[config.mk]
export PLATFORM = sky130hd
export DESIGN_NAME = spi_slave_sync
export DESIGN_NICKNAME = d
export VERILOG_FILES = /design/src/rtl/spi_slave_sync.sv
export SDC_FILE = /design/constraint.sdc
export NUM_CORES = 1
export LEC_CHECK = 0
export CAP_MARGIN = 30
export CORE_MARGIN = 2
export CORE_UTILIZATION = 45
export CTS_BUF_LIST = sky130_fd_sc_hd__clkbuf_4 sky130_fd_sc_hd__clkbuf_8
export DETAILED_ROUTE_END_ITERATION = 8
export HOLD_SLACK_MARGIN = 0.03
export PLACE_DENSITY_LB_ADDON = 0.15
export SLEW_MARGIN = 5
export SYNTH_ARGS = -nofsm -noshare
export SYNTH_HDL_FRONTEND = slang
export SYNTH_SLANG_ARGS = --single-unit
[constraint.sdc]
create_clock -name CLK -period 3.45 [get_ports CLK]
set_input_delay 0.69 -clock CLK [delete_from_list [all_inputs] [get_ports CLK]]
set_output_delay 0.69 -clock CLK [all_outputs]
set_load 0.03 [all_outputs]
[src/rtl/spi_slave_sync.sv]
// spi_slave_sync: SPI slave fully synchronous to CLK. SCLK, CS_N and MOSI are
// oversampled; supports all CPOL/CPHA modes, either bit order, a one-deep TX
// holding register, an RX word strobe and an underrun strobe.
//
// state  | meaning
// IDLE   | deselected (or frame ignored after reset); SCLK edges ignored, MISO/MISO_OE low
// ACTIVE | selected; shift edges drive MISO, sample edges assemble the RX word
module spi_slave_sync #(
   parameter int WIDTH       = 9,
   parameter bit CPOL        = 1'b0,
   parameter bit CPHA        = 1'b0,
   parameter bit MSB_FIRST   = 1'b1,
   parameter int SYNC_STAGES = 2
) (
   input  logic             CLK,
   input  logic             RST,
   input  logic             SCLK,
   input  logic             CS_N,
   input  logic             MOSI,
   output logic             MISO,
   output logic             MISO_OE,
   input  logic [WIDTH-1:0] TX_DATA,
   input  logic             TX_VALID,
   output logic             TX_READY,
   output logic [WIDTH-1:0] RX_DATA,
   output logic             RX_VALID,
   output logic             UNDERRUN
);

   localparam int CNT_W = $clog2(WIDTH);
   localparam logic [CNT_W-1:0] CNT_LAST = CNT_W'(WIDTH - 1);

   typedef enum logic {IDLE = 1'b0, ACTIVE = 1'b1} state_t;

   state_t state_q, state_d;

   logic [SYNC_STAGES-1:0] sclk_sync, cs_sync, mosi_sync;
   logic                   sclk_prev, cs_prev;
   logic [SYNC_STAGES:0]   flush_q;
   logic                   armed;

   logic sclk_s, cs_s, mosi_s;
   logic lead_edge, trail_edge, sample_edge, shift_edge, cs_fall;

   logic sel, abort, load, shift_en, sample_en, tx_wr;

   logic [WIDTH-1:0] hold_data, tx_shift, rx_shift, tx_shifted, rx_shifted;
   logic             hold_full, rx_pend;
   logic [CNT_W-1:0] bit_cnt;

   assign sclk_s = sclk_sync[SYNC_STAGES-1];
   assign cs_s   = cs_sync[SYNC_STAGES-1];
   assign mosi_s = mosi_sync[SYNC_STAGES-1];

   assign lead_edge   = (sclk_prev == CPOL) && (sclk_s != CPOL);
   assign trail_edge  = (sclk_prev != CPOL) && (sclk_s == CPOL);
   assign sample_edge = CPHA ? trail_edge : lead_edge;
   assign shift_edge  = CPHA ? lead_edge : trail_edge;

   // A falling CS_N only counts once CS_N has been seen high on real pin samples,
   // so a frame already in progress at reset release is ignored.
   assign cs_fall = armed && cs_prev && !cs_s;

   assign tx_shifted = MSB_FIRST ? {tx_shift[WIDTH-2:0], 1'b0} : {1'b0, tx_shift[WIDTH-1:1]};
   assign rx_shifted = MSB_FIRST ? {rx_shift[WIDTH-2:0], mosi_s} : {mosi_s, rx_shift[WIDTH-1:1]};

   assign tx_wr    = TX_VALID && !hold_full;
   assign TX_READY = !hold_full;
   assign MISO_OE  = sel;
   assign MISO     = sel && (MSB_FIRST ? tx_shift[WIDTH-1] : tx_shift[0]);

   // input synchronisers, edge-detect flops and post-reset arming
   always_ff @(posedge CLK) begin
      if (RST) begin
         sclk_sync <= {SYNC_STAGES{CPOL}};
         cs_sync   <= {SYNC_STAGES{1'b1}};
         mosi_sync <= '0;
         sclk_prev <= CPOL;
         cs_prev   <= 1'b1;
         flush_q   <= '0;
         armed     <= 1'b0;
      end else begin
         sclk_sync <= {sclk_sync[SYNC_STAGES-2:0], SCLK};
         cs_sync   <= {cs_sync[SYNC_STAGES-2:0], CS_N};
         mosi_sync <= {mosi_sync[SYNC_STAGES-2:0], MOSI};
         sclk_prev <= sclk_s;
         cs_prev   <= cs_s;
         flush_q   <= {flush_q[SYNC_STAGES-1:0], 1'b1};
         if (flush_q[SYNC_STAGES] && cs_s) armed <= 1'b1;
      end
   end

   // state register
   always_ff @(posedge CLK) begin
      if (RST) state_q <= IDLE;
      else     state_q <= state_d;
   end

   // next state and per-cycle control strobes
   always_comb begin
      state_d   = state_q;
      sel       = 1'b0;
      abort     = 1'b0;
      load      = 1'b0;
      shift_en  = 1'b0;
      sample_en = 1'b0;
      case (state_q)
         IDLE: begin
            if (cs_fall) begin
               state_d = ACTIVE;
               load    = ~CPHA;
            end
         end
         ACTIVE: begin
            if (cs_s) begin
               state_d = IDLE;
               abort   = 1'b1;
            end else begin
               sel       = 1'b1;
               shift_en  = shift_edge;
               sample_en = sample_edge;
               load      = shift_edge && (bit_cnt == '0);
            end
         end
         default: state_d = IDLE;
      endcase
   end

   // datapath: holding register, TX/RX shift registers, bit counter, strobes
   always_ff @(posedge CLK) begin
      if (RST) begin
         hold_data <= '0;
         hold_full <= 1'b0;
         tx_shift  <= '0;
         rx_shift  <= '0;
         bit_cnt   <= '0;
         rx_pend   <= 1'b0;
         RX_DATA   <= '0;
         RX_VALID  <= 1'b0;
         UNDERRUN  <= 1'b0;
      end else begin
         if (abort) begin
            tx_shift <= '0;
            rx_shift <= '0;
            bit_cnt  <= '0;
         end else begin
            if (load)          tx_shift <= hold_full ? hold_data : '0;
            else if (shift_en) tx_shift <= tx_shifted;
            if (sample_en) begin
               rx_shift <= rx_shifted;
               bit_cnt  <= (bit_cnt == CNT_LAST) ? '0 : bit_cnt + CNT_W'(1);
            end
         end
         rx_pend  <= sample_en && (bit_cnt == CNT_LAST);
         RX_VALID <= rx_pend;
         if (rx_pend) RX_DATA <= rx_shift;
         UNDERRUN <= load && !hold_full;
         // a load sees the pre-write holding state; a same-cycle write lands afterwards
         if (load && hold_full) begin
            hold_full <= 1'b0;
         end else if (tx_wr) begin
            hold_data <= TX_DATA;
            hold_full <= 1'b1;
         end
      end
   end

endmodule

* Word level (Yosys, flattened, before mapping) *
Cells that the tools add are included.
W data, S select, Z words.

storage, ports and cells
  register bits = 57
  output and inout port bits = 14

operators by class
  bitwise logic cells = 4
  add/sub/neg operators = 1
  equal/unequal tests = 1
  reductions and logical operators = 18
  mux-type cells = 17

operators by type and width
  cell                   number
  $mux W9                3
  $logic_and A1 B1 Y1    11
  $mux W1                11
  $add A4 B1 Y4 const B  1
  $eq A4 B4 Y1 const B   1
  $logic_not A4 Y1       1
  $mux W4                1
  $not A1 Y1             4
  $pmux W1 S2            2
  $reduce_or A2 Y1       2
  $logic_not A1 Y1       2
  $reduce_and A2 Y1      1
  $reduce_bool A2 Y1     1

* Logic depth before layout (Yosys ltp) *
Gate-level depths: netlist of run 1.

  depth in word-level cells = 8
  gate-level depth with buffers = 6
  mapped depth without buffers = 5

* Worst setup path before layout of run 1 *
No wires, ideal clock.

  kind = reg-to-output
  from = reg cs_sync[1]
  to = out MISO
  buffers on the path = 1
  data arrival time = 1,038 ps
  slack = 1,722 ps
  required time = 2,760 ps
  cell stages (with the launch flop) = 4
  cell sequence = dfxtp_1 -> buf_6 -> and2b_2 -> and2_1

between the ends
  word-level cells in the longest chain between the ends = 3

RTL lines
  element                 line  source
  from (decl)             37    logic [SYNC_STAGES-1:0] sclk_sync, cs_sync, mosi_sync;
  from (signal assigned)  76    cs_sync <= {SYNC_STAGES{1'b1}};
  from (signal assigned)  84    cs_sync <= {cs_sync[SYNC_STAGES-2:0], CS_N};
  $mux W1                 115   if (cs_s) begin
  $mux W1                 107   case (state_q)
  named net MISO_OE       21    output logic MISO_OE,
  $logic_and A1 B1 Y1     70    assign MISO = sel && (MSB_FIRST ? tx_shift[WIDTH-1] : tx_shift[0]);
  to (decl)               20    output logic MISO,

The timed path passes the listed nets, and every way through them passes these cells.

* Final worst setup path of run 1 *
  from = reg state_q
  to = out MISO

between the ends
  word-level cells in the longest chain between the ends = 2

RTL lines
  element                 line  source
  from (decl)             35    state_t state_q, state_d;
  from (signal assigned)  96    else state_q <= state_d;
  $mux W1                 107
  $logic_and A1 B1 Y1     70

Every way passes these cells.

==> metrics.csv, run 1 <==
stage,metric,value,unit
finish,syn2layout_area_growth,22.4,%
power,p_per_area,527,nW/µm²
floorplanning,io_pins,29,
routing,wl_met3,183,µm
global_route,grt_pass1_vias,1464,
cts,postCtsSetupBuffers,0,
routing,num_vias,1622,
finish,fin_area,2650,µm²
placement,hpwl,2.51,mm
routing,routedWlPerCell,11.7,µm
cts,clock_latency,0.32,ns
routing,wl_met2,1.63,mm
floorplanning,die_area,5380,µm²
finish,final_common_cell,dfxtp_1,
global_route,grt-ovfl-total,0,
timing,fin_crit_sh,0.748,
finish,diodes,0,
timing,hold_violations,0,
job,maxCapViolations,0,
placement,numPortBuffers,28,
timing,skew,0.00480,ns
timing,slew_headroom,0.510,
routing,wl_met1,1.91,mm
floorplanning,initial_core_util,0.461,
global_route,antenna_found_initial,0,
routing,route.detailed.drc,0,
finish,post-route-util,0.565,
cts,cts_hold_buffers,0,
synthesis,synth_edf_count,0,
synthesis,postSynthAreaPerCell,9.09,µm²
min_path,hold_path.class,reg2reg,
synthesis,ys_ff_latch,57,
power,power_frac_comb,0.040,
global_route,grt_pass1_wl,6.52,mm
synthesis,yosys.cell_types.count,35,
cts,htreeDepth,3,
power,ir_worst_vdd,254,µV
cts,cts_tree,built,
cts,post_cts_resized,0,
cts,clock_path_buffers,2,
timing,fmax,0.388,GHz
timing,tightestPinTransition,0.736,ns
cts,clkTransAtPathRegs,0.06,ns
synthesis,ys_seq_area_frac,0.527,
timing,fin_ws,0.871,ns
power,power.leakage,0.914,nW
cts,root_buffer,clkbuf_8,
placement,dpl_cell_area,2430,µm²
power,p_seq_frac,0.490,
timing,tns,0,ns
outcome,status,finished clean,
routing,drtIter0Drc,50,
critical_path,critPathKind,reg2out,
floorplanning,dieWidth,73.4,µm
critical_path,cp-start-kind,flip-flop,
power,p_int,1.11,mW
routing,routed_wl,3.77,mm
routing,firstDrtPassIters,4,
cts,cts_sinks,57,
synthesis,syn_area,2160,µm²
power,clkPwrFrac,0.470,
synthesis,synthArstFlopShare,0,
routing,ant_nets,0,
floorplanning,dieHeight,73.4,µm
synthesis,yosys_warnings,0,
synthesis,synth_fp_nets,255,
timing,slew_viol_final,0,
placement,dp_slack,1.21,ns
power,power_switching,0.286,mW
synthesis,ys_dominant_reg_cell,dfxtp_1,
floorplanning,coreArea,4690,µm²
power,sw_frac_of_total,0.205,
floorplanning,rows,25,
timing,setup_viol,0,
global_route,grt_max_degree,21,
timing,holdWs,0.411,ns
critical_path,cp_data_required_time,2.76,ns
cts,cts_made_buffers,9,
global_route,grt_use_total,0.160,
critical_path,cp.arrival,1.89,ns
critical_path,crit_path_end_kind,output pin,
routing,via_per_inst,5.02,
timing,rsz0062_at_grt,false,
routing,top_layer_used,met4,
finish,nNetsFinal,281,
timing,period_needed,2.58,ns
synthesis,syn_inst,238,
critical_path,cp_max_fo,9,
finish,layout-drive-gt1-share,0.112,
finish,layout_common_cells,"dfxtp_1, nand2_1, clkdlybuf4s50_1",
placement,gp_congestion,0.818,
power by group through the flow:
stage	Sequential [mW]	Combinational (mW)	Clock (mW)
after floorplan	0.693	0.0372	0
after global placement	0.698	0.0569	0
after detailed placement	0.698	0.0573	0
after CTS	0.684	0.0575	0.666
after global routing	0.686	0.0637	0.702
final	0.684	0.0565	0.655
cells in the mapped netlist (2+ instances only):
cell      instances  area, µm²
a21oi_1          26        130
a31oi_1           8       50.1
buf_1             2       7.51
buf_2             3       15.0
buf_4             3       22.5
buf_6             3       33.8
clkbuf_1          4       15.0
dfxtp_1          57       1140
ha_1              2       25.0
inv_1             4       15.0
mux2i_1           9       90.1
nand2_1          54        203
nand3_1           8       40.0
nor2_1           14       52.6
nor2b_1           9       56.3
nor4_1            2       12.5
o21ai_0          10       50.1
or2_2             3       18.8
layout make-up:
class / count / area (µm²)
Clock buffer: 14 / 180
Multi-Input combinational cell: 162 / 915
Fill cell: 444 / 2040
Tap cell: 54 / 67.6
Sequential cell: 57 / 1140
Inverter: 4 / 15.0
Clock inverter: 2 / 35.0
Timing Repair Buffer: 30 / 295
path summary, 6_finish.rpt:
path | startpoint | cells after the start | slack [ns] | to
hold / removal | cs_sync[0] | 1 | 0.41 | cs_sync[1]
hold reg to reg | cs_sync[0] | 1 | 0.41 | cs_sync[1]
setup reg to reg | state_q | 4 | 1.70 | tx_shift[0]
setup / recovery | state_q | 3 | 0.87 | MISO
flip-flops by register name, summed over array words and instances, names as in the netlist, 2 cells and up:
register	cells
hold_data	9
sclk_sync	2
flush_q	3
tx_shift	9
RX_DATA	9
bit_cnt	4
rx_shift	9
mosi_sync	2
cs_sync	2
worst max-delay path, cell delays in order, from the launching register on:
cell,delay [ns]
dfxtp_1,0.55
and2b_2,0.23
and2_1,0.13
clkdlybuf4s50_1,0.66
routing by layer:
layer / GRT usage / vias up
met1: 0.198 / 725
met2: 0.240 / 39
li1: - / 854
met5: 0 / -
met4: 0.0788 / 0
met3: 0.0672 / 4
stage by stage:
step	power, mW	std cells
after floorplan	0.731	238
after global placement	0.755	307
after detailed placement	0.756	307
after CTS	1.41	323
after global routing	1.45	323
final	1.40	323
kinds of logic after synthesis:
| kind of cell | synth area share |
|---|---|
| and+or+nand+nor | 0.232 |
| adders and majority gates | 0.0116 |
| AOI/OAI and AO/OA | 0.137 |
| muxes | 0.0416 |
| buffers and inverters | 0.0503 |
| DFF | 0.527 |
(Power assumes the default switching activity.)
==> run 2, diff against run 1 <==
Clock period 3.45 ns to 2.7 ns, I/O delays scaled along.
==> run 2 against run 1 <==
Against the previous run:
- core utilization decreased by 0.72 points
- combinational power increased by 27%
- via count increased by 0.92%
- highest routed layer unchanged
- sequential power increased by 28%
- setup slack got worse by 0.60 ns
- largest cell class unchanged
- routed wire length increased by 0.34%
- non-clock buffer count unchanged
- design area decreased by 1.3%
- die area unchanged
- largest power group unchanged
==> metrics.csv, run 2 (same netlist as run 1, synthesis figures left out) <==
stage,metric,value,unit,change
floorplanning,dieHeight,73.4,µm,unchanged
critical_path,r2r_slack,0.97,ns,-0.73 ns
cts,cts_made_buffers,9,,unchanged
finish,syn2layout_area_growth,20.8,%,
finish,diodes,0,,unchanged
cts,clock_path_buffers,2,,unchanged
placement,gp_congestion,0.809,,-1.1%
timing,period_needed,2.43,ns,
global_route,grt_pass1_wl,6.67,mm,+2.2%
placement,numPortBuffers,28,,unchanged
timing,tns,0,ns,unchanged
routing,route.detailed.drc,0,,unchanged
finish,post-route-util,0.557,,-0.00720
timing,fin_crit_sh,0.901,,
floorplanning,die_area,5380,µm²,unchanged
routing,firstDrtPassIters,4,,unchanged
timing,slew_headroom,0.501,,-0.00875
critical_path,crit_buf_inv,1,,unchanged
critical_path,cp-start-kind,flip-flop,,
critical_path,worstRegToRegCells,4,,unchanged
finish,nNetsFinal,281,,unchanged
global_route,grt_max_degree,21,,unchanged
cts,htreeDepth,3,,unchanged
placement,place_inst,307,,unchanged
floorplanning,io_pins,29,,unchanged
global_route,antenna_found_initial,0,,unchanged
cts,postCtsSetupBuffers,0,,unchanged
power,ir_worst_vdd,228,µV,-10%
critical_path,cp_top_family,buffers and inverters,,
finish,stdcell_count,323,,unchanged
timing,setup_viol,0,,unchanged
finish,layout-drive-gt1-share,0.112,,unchanged
min_path,hold_path.startpoint,cs_sync[0],,
placement,dp_slack,0.602,ns,-0.605 ns
global_route,grt_use_total,0.167,,+0.00664
min_path,hold_path_end,cs_sync[1],,
cts,cts_tree,built,,
cts,clkTransAtPathRegs,0.06,ns,about the same
global_route,grt_pass1_vias,1481,,+1.2%
finish,fin_area,2620,µm²,-1.3%
cts,root_buffer,clkbuf_8,,
critical_path,cp.arrival,1.89,ns,about the same
floorplanning,coreArea,4690,µm²,unchanged
cts,post_cts_resized,0,,unchanged
timing,tightestPinTransition,0.749,ns,+0.0131 ns
min_path,hold_path.class,reg2reg,,
critical_path,critPathKind,reg2out,,
floorplanning,rows,25,,unchanged
cts,cts_hold_buffers,0,,unchanged
power,total_power,1.66,mW,+19%
critical_path,cp_data_required_time,2.16,ns,-0.60 ns
critical_path,slowest_delay,0.66,ns,about the same
power,power.leakage,0.900,nW,-1.5%
placement,dpl_cell_area,2430,µm²,unchanged
outcome,status,finished clean,,
floorplanning,dieWidth,73.4,µm,unchanged
finish,final_common_cell,dfxtp_1,,
critical_path,crit_path_end_kind,output pin,,
routing,num_vias,1637,,+0.92%
routing,via_per_inst,5.07,,+0.92%
routing,routed_wl,3.78,mm,+0.34%
cts,cts_sinks,57,,unchanged
critical_path,cp_max_fo,9,,unchanged
placement,hpwl,2.53,mm,+0.88%
timing,hold_violations,0,,unchanged
power,p_per_area,633,nW/µm²,+20%
critical_path,timing.rr.end,tx_shift[0],,
routing,ant_nets,0,,unchanged
critical_path,cp_cell_sequence,and2b_2 > and2_1 > clkdlybuf4s50_1,,
routing,routedWlPerCell,11.7,µm,+0.34%
min_path,hold_depth,1,,unchanged
routing,drtIter0Drc,59,,+18%
timing,rsz0062_at_grt,false,,
timing,fin_ws,0.269,ns,-0.602 ns
critical_path,crit-reg2reg-launch,state_q,,
timing,slew_viol_final,0,,unchanged
global_route,grt-ovfl-total,0,,unchanged
floorplanning,initial_core_util,0.461,,unchanged
finish,layout_common_cells,"dfxtp_1, nand2_1, clkdlybuf4s50_1",,
timing,skew,0.00584,ns,+0.00104 ns
cts,clock_latency,0.33,ns,about the same
critical_path,crit_slowest_cell,clkdlybuf4s50_1,,
job,maxCapViolations,0,,unchanged
timing,holdWs,0.413,ns,+0.00258 ns
timing,fmax,0.411,GHz,
==> run 2: cell types whose count changed in the layout (fill, tap and decap cells not counted) <==
| cell | before | now |
|---|---|---|
| clkbuf_8 | 12 | 11 |
| clkinv_2 | 1 | 3 |
| bufinv_16 | 1 | 0 |
==> run 2: worst reg2reg max path, cell delays in order (launching register included) <==
cell	delay (ns)
dfxtp_1	0.54
nand3b_1	0.14
a21oi_2	0.61
nand4_1	0.20
a21oi_1	0.17
==> run 2: per-layer routing <==
metal	global-route usage	vias to the layer above	routed length [µm]
met3	0.0658	7	151
met2	0.249	35	1640
met4	0.0970	0	89
met1	0.203	740	1900
met5	0	-	0
li1	-	855	-
==> run 2: worst max path at each step <==
stage	cells past startpoint	startpoint	to
after floorplan	3	cs_sync[1]	MISO
after global placement	3	state_q	MISO
after detailed placement	3	state_q	MISO
after CTS	3	state_q	MISO
after global routing	3	state_q	MISO
final	3	state_q	MISO
==> run 2: cell type report <==
type,instances,area (µm²)
fillers,446,2080
flip-flops and latches,57,1140
multi-input cells,162,915
repair buffers,30,295
clock buffers,13,166
well taps,54,67.6
clock inverters,3,15.0
inverters,4,15.0
==> run 2: power by group <==
part	total, mW	leakage [nW]	switching, mW	internal (mW)
clock network	0.710	0.100	0.312	0.398
registers	0.874	0.463	0.0141	0.860
logic	0.0720	0.337	0.0341	0.0379
total	1.66	0.900	0.360	1.30
==> run 3, diff against run 2 <==
Settings changed: DONT_BUFFER_PORTS set to 1, GPL_ROUTABILITY_DRIVEN set to 0.
==> run 3 against run 2 <==
Against the previous run:
- setup slack better by 0.35 ns
- routed wire length is 2.9% lower
- first-iteration DRC count is 29% higher
- die area stayed put
- critical endpoint unchanged
==> metrics.csv, run 3 (same netlist as run 1, synthesis figures left out) <==
stage,metric,value,unit,change
global_route,grt_pass1_vias,1418,,-4.3%
timing,tightestPinTransition,0.733,ns,-0.0156 ns
power,power.leakage,0.778,nW,-14%
routing,num_vias,1523,,-7.0%
floorplanning,dieHeight,73.4,µm,unchanged
floorplanning,initial_core_util,0.461,,unchanged
critical_path,critPathKind,reg2out,,
timing,slew_viol_final,0,,unchanged
critical_path,crit_path_end_kind,output pin,,
power,total_power,1.60,mW,-3.5%
cts,postCtsSetupBuffers,0,,unchanged
global_route,grt-ovfl-total,0,,unchanged
critical_path,cp_max_fo,9,,unchanged
cts,cts_made_buffers,9,,unchanged
cts,htreeDepth,3,,unchanged
min_path,hold_path.class,in2reg,,
cts,post_cts_resized,0,,unchanged
timing,hold_violations,0,,unchanged
global_route,grt_pass1_wl,6.29,mm,-5.6%
global_route,grt_use_total,0.152,,-0.0144
power,p_per_area,691,nW/µm²,+9.1%
floorplanning,die_area,5380,µm²,unchanged
cts,clkTransAtPathRegs,0.06,ns,about the same
critical_path,cp-start-kind,flip-flop,,
routing,routed_wl,3.67,mm,-2.9%
power,ir_worst_vdd,306,µV,+34%
critical_path,crit_slowest_cell,dfxtp_1,,
finish,layout_common_cells,"dfxtp_1, nand2_1, a21oi_1",,
routing,routedWlPerCell,12.7,µm,+8.1%
routing,route.detailed.drc,0,,unchanged
routing,ant_nets,0,,unchanged
floorplanning,io_pins,29,,unchanged
timing,skew,0.00388,ns,-0.00196 ns
critical_path,slowest_delay,0.56,ns,-0.10 ns
critical_path,crit_buf_inv,0,,-1
outcome,status,finished clean,,
critical_path,cp_cell_sequence,and2b_2 > and2_1,,
finish,diodes,0,,unchanged
routing,firstDrtPassIters,4,,unchanged
timing,slew_headroom,0.511,,+0.0104
global_route,grt_max_degree,36,,+71%
timing,tns,0,ns,unchanged
floorplanning,rows,25,,unchanged
timing,rsz0062_at_grt,false,,
timing,period_needed,2.09,ns,-0.345 ns
cts,cts_tree,built,,
finish,layout-drive-gt1-share,0.106,,-0.00559
routing,via_per_inst,5.25,,+3.6%
cts,cts_hold_buffers,0,,unchanged
job,maxCapViolations,0,,unchanged
cts,clock_path_buffers,2,,unchanged
finish,final_common_cell,dfxtp_1,,
critical_path,cp_data_required_time,2.16,ns,about the same
critical_path,r2r_slack,0.97,ns,about the same
timing,holdWs,0.291,ns,-0.122 ns
cts,clock_latency,0.31,ns,-0.02 ns
critical_path,cp.arrival,1.55,ns,-0.34 ns
finish,syn2layout_area_growth,6.76,%,
finish,nNetsFinal,251,,-11%
placement,hpwl,2.42,mm,-4.1%
routing,drtIter0Drc,76,,+29%
timing,fin_crit_sh,0.773,,-0.128
cts,root_buffer,clkbuf_8,,
cts,cts_sinks,57,,unchanged
placement,numPortBuffers,0,,-100%
floorplanning,coreArea,4690,µm²,unchanged
global_route,antenna_found_initial,0,,unchanged
floorplanning,dieWidth,73.4,µm,unchanged
critical_path,cp_top_family,simple AND/OR/NAND/NOR gates,,
timing,fmax,0.479,GHz,+17%
timing,setup_viol,0,,unchanged
==> run 3: changes by cell type in the layout (fill, tap and decap cells not counted) <==
cell / before / now
buf_4: 2 / 0
clkbuf_4: 2 / 1
clkbuf_8: 11 / 12
clkdlybuf4s50_1: 28 / 0
clkinv_2: 3 / 0
==> run 3: layer usage <==
metal,GRT usage,vias to the layer above,wire [µm]
met4,0.0848,0,55
met5,0,-,0
li1,-,790,-
met1,0.193,694,1800
met2,0.236,34,1650
met3,0.0384,5,169
==> run 3: area by class of cell <==
class                      count  area [µm²]
inverter                       4        15.0
clock buffer                  13         173
fill                         455        2380
sequential                    57        1140
tap                           54        67.6
multi-input combinational    162         915
==> run 3: worst reg2reg max path: cells and delay by family (launching register included) <==
kind / cells / cell delay [ns]
AO/OA/AOI/OAI: 2 / 0.77
flip-flops: 1 / 0.56
AND/OR/NAND/NOR: 2 / 0.33
==> run 3: stage by stage <==
step | instances | worst slack (ns) | util | instance area [µm²]
floorplan | 238 | 1.12 | - | 2160
global route | 290 | 0.530 | 0.493 | 2310
CTS | 290 | 0.592 | 0.493 | 2310
global placement | 277 | 0.965 | 0.456 | 2140
detailed placement | 277 | 0.935 | 0.456 | 2140
finish | 290 | 0.614 | 0.493 | 2310
==> run 3: where the power goes <==
group          total, mW  leakage (nW)  switching, mW  internal (mW)
Combinational     0.0402         0.224         0.0231         0.0171
Sequential         0.875         0.463         0.0153          0.860
Clock              0.682        0.0909          0.279          0.403
==> run 3: path summary, 6_finish.rpt <==
path,start,to,depth (start not counted)
hold / removal,RST,hold_data[7],1
setup / recovery,state_q,MISO,2
hold reg to reg,cs_sync[0],cs_sync[1],1
setup reg to reg,state_q,tx_shift[0],4
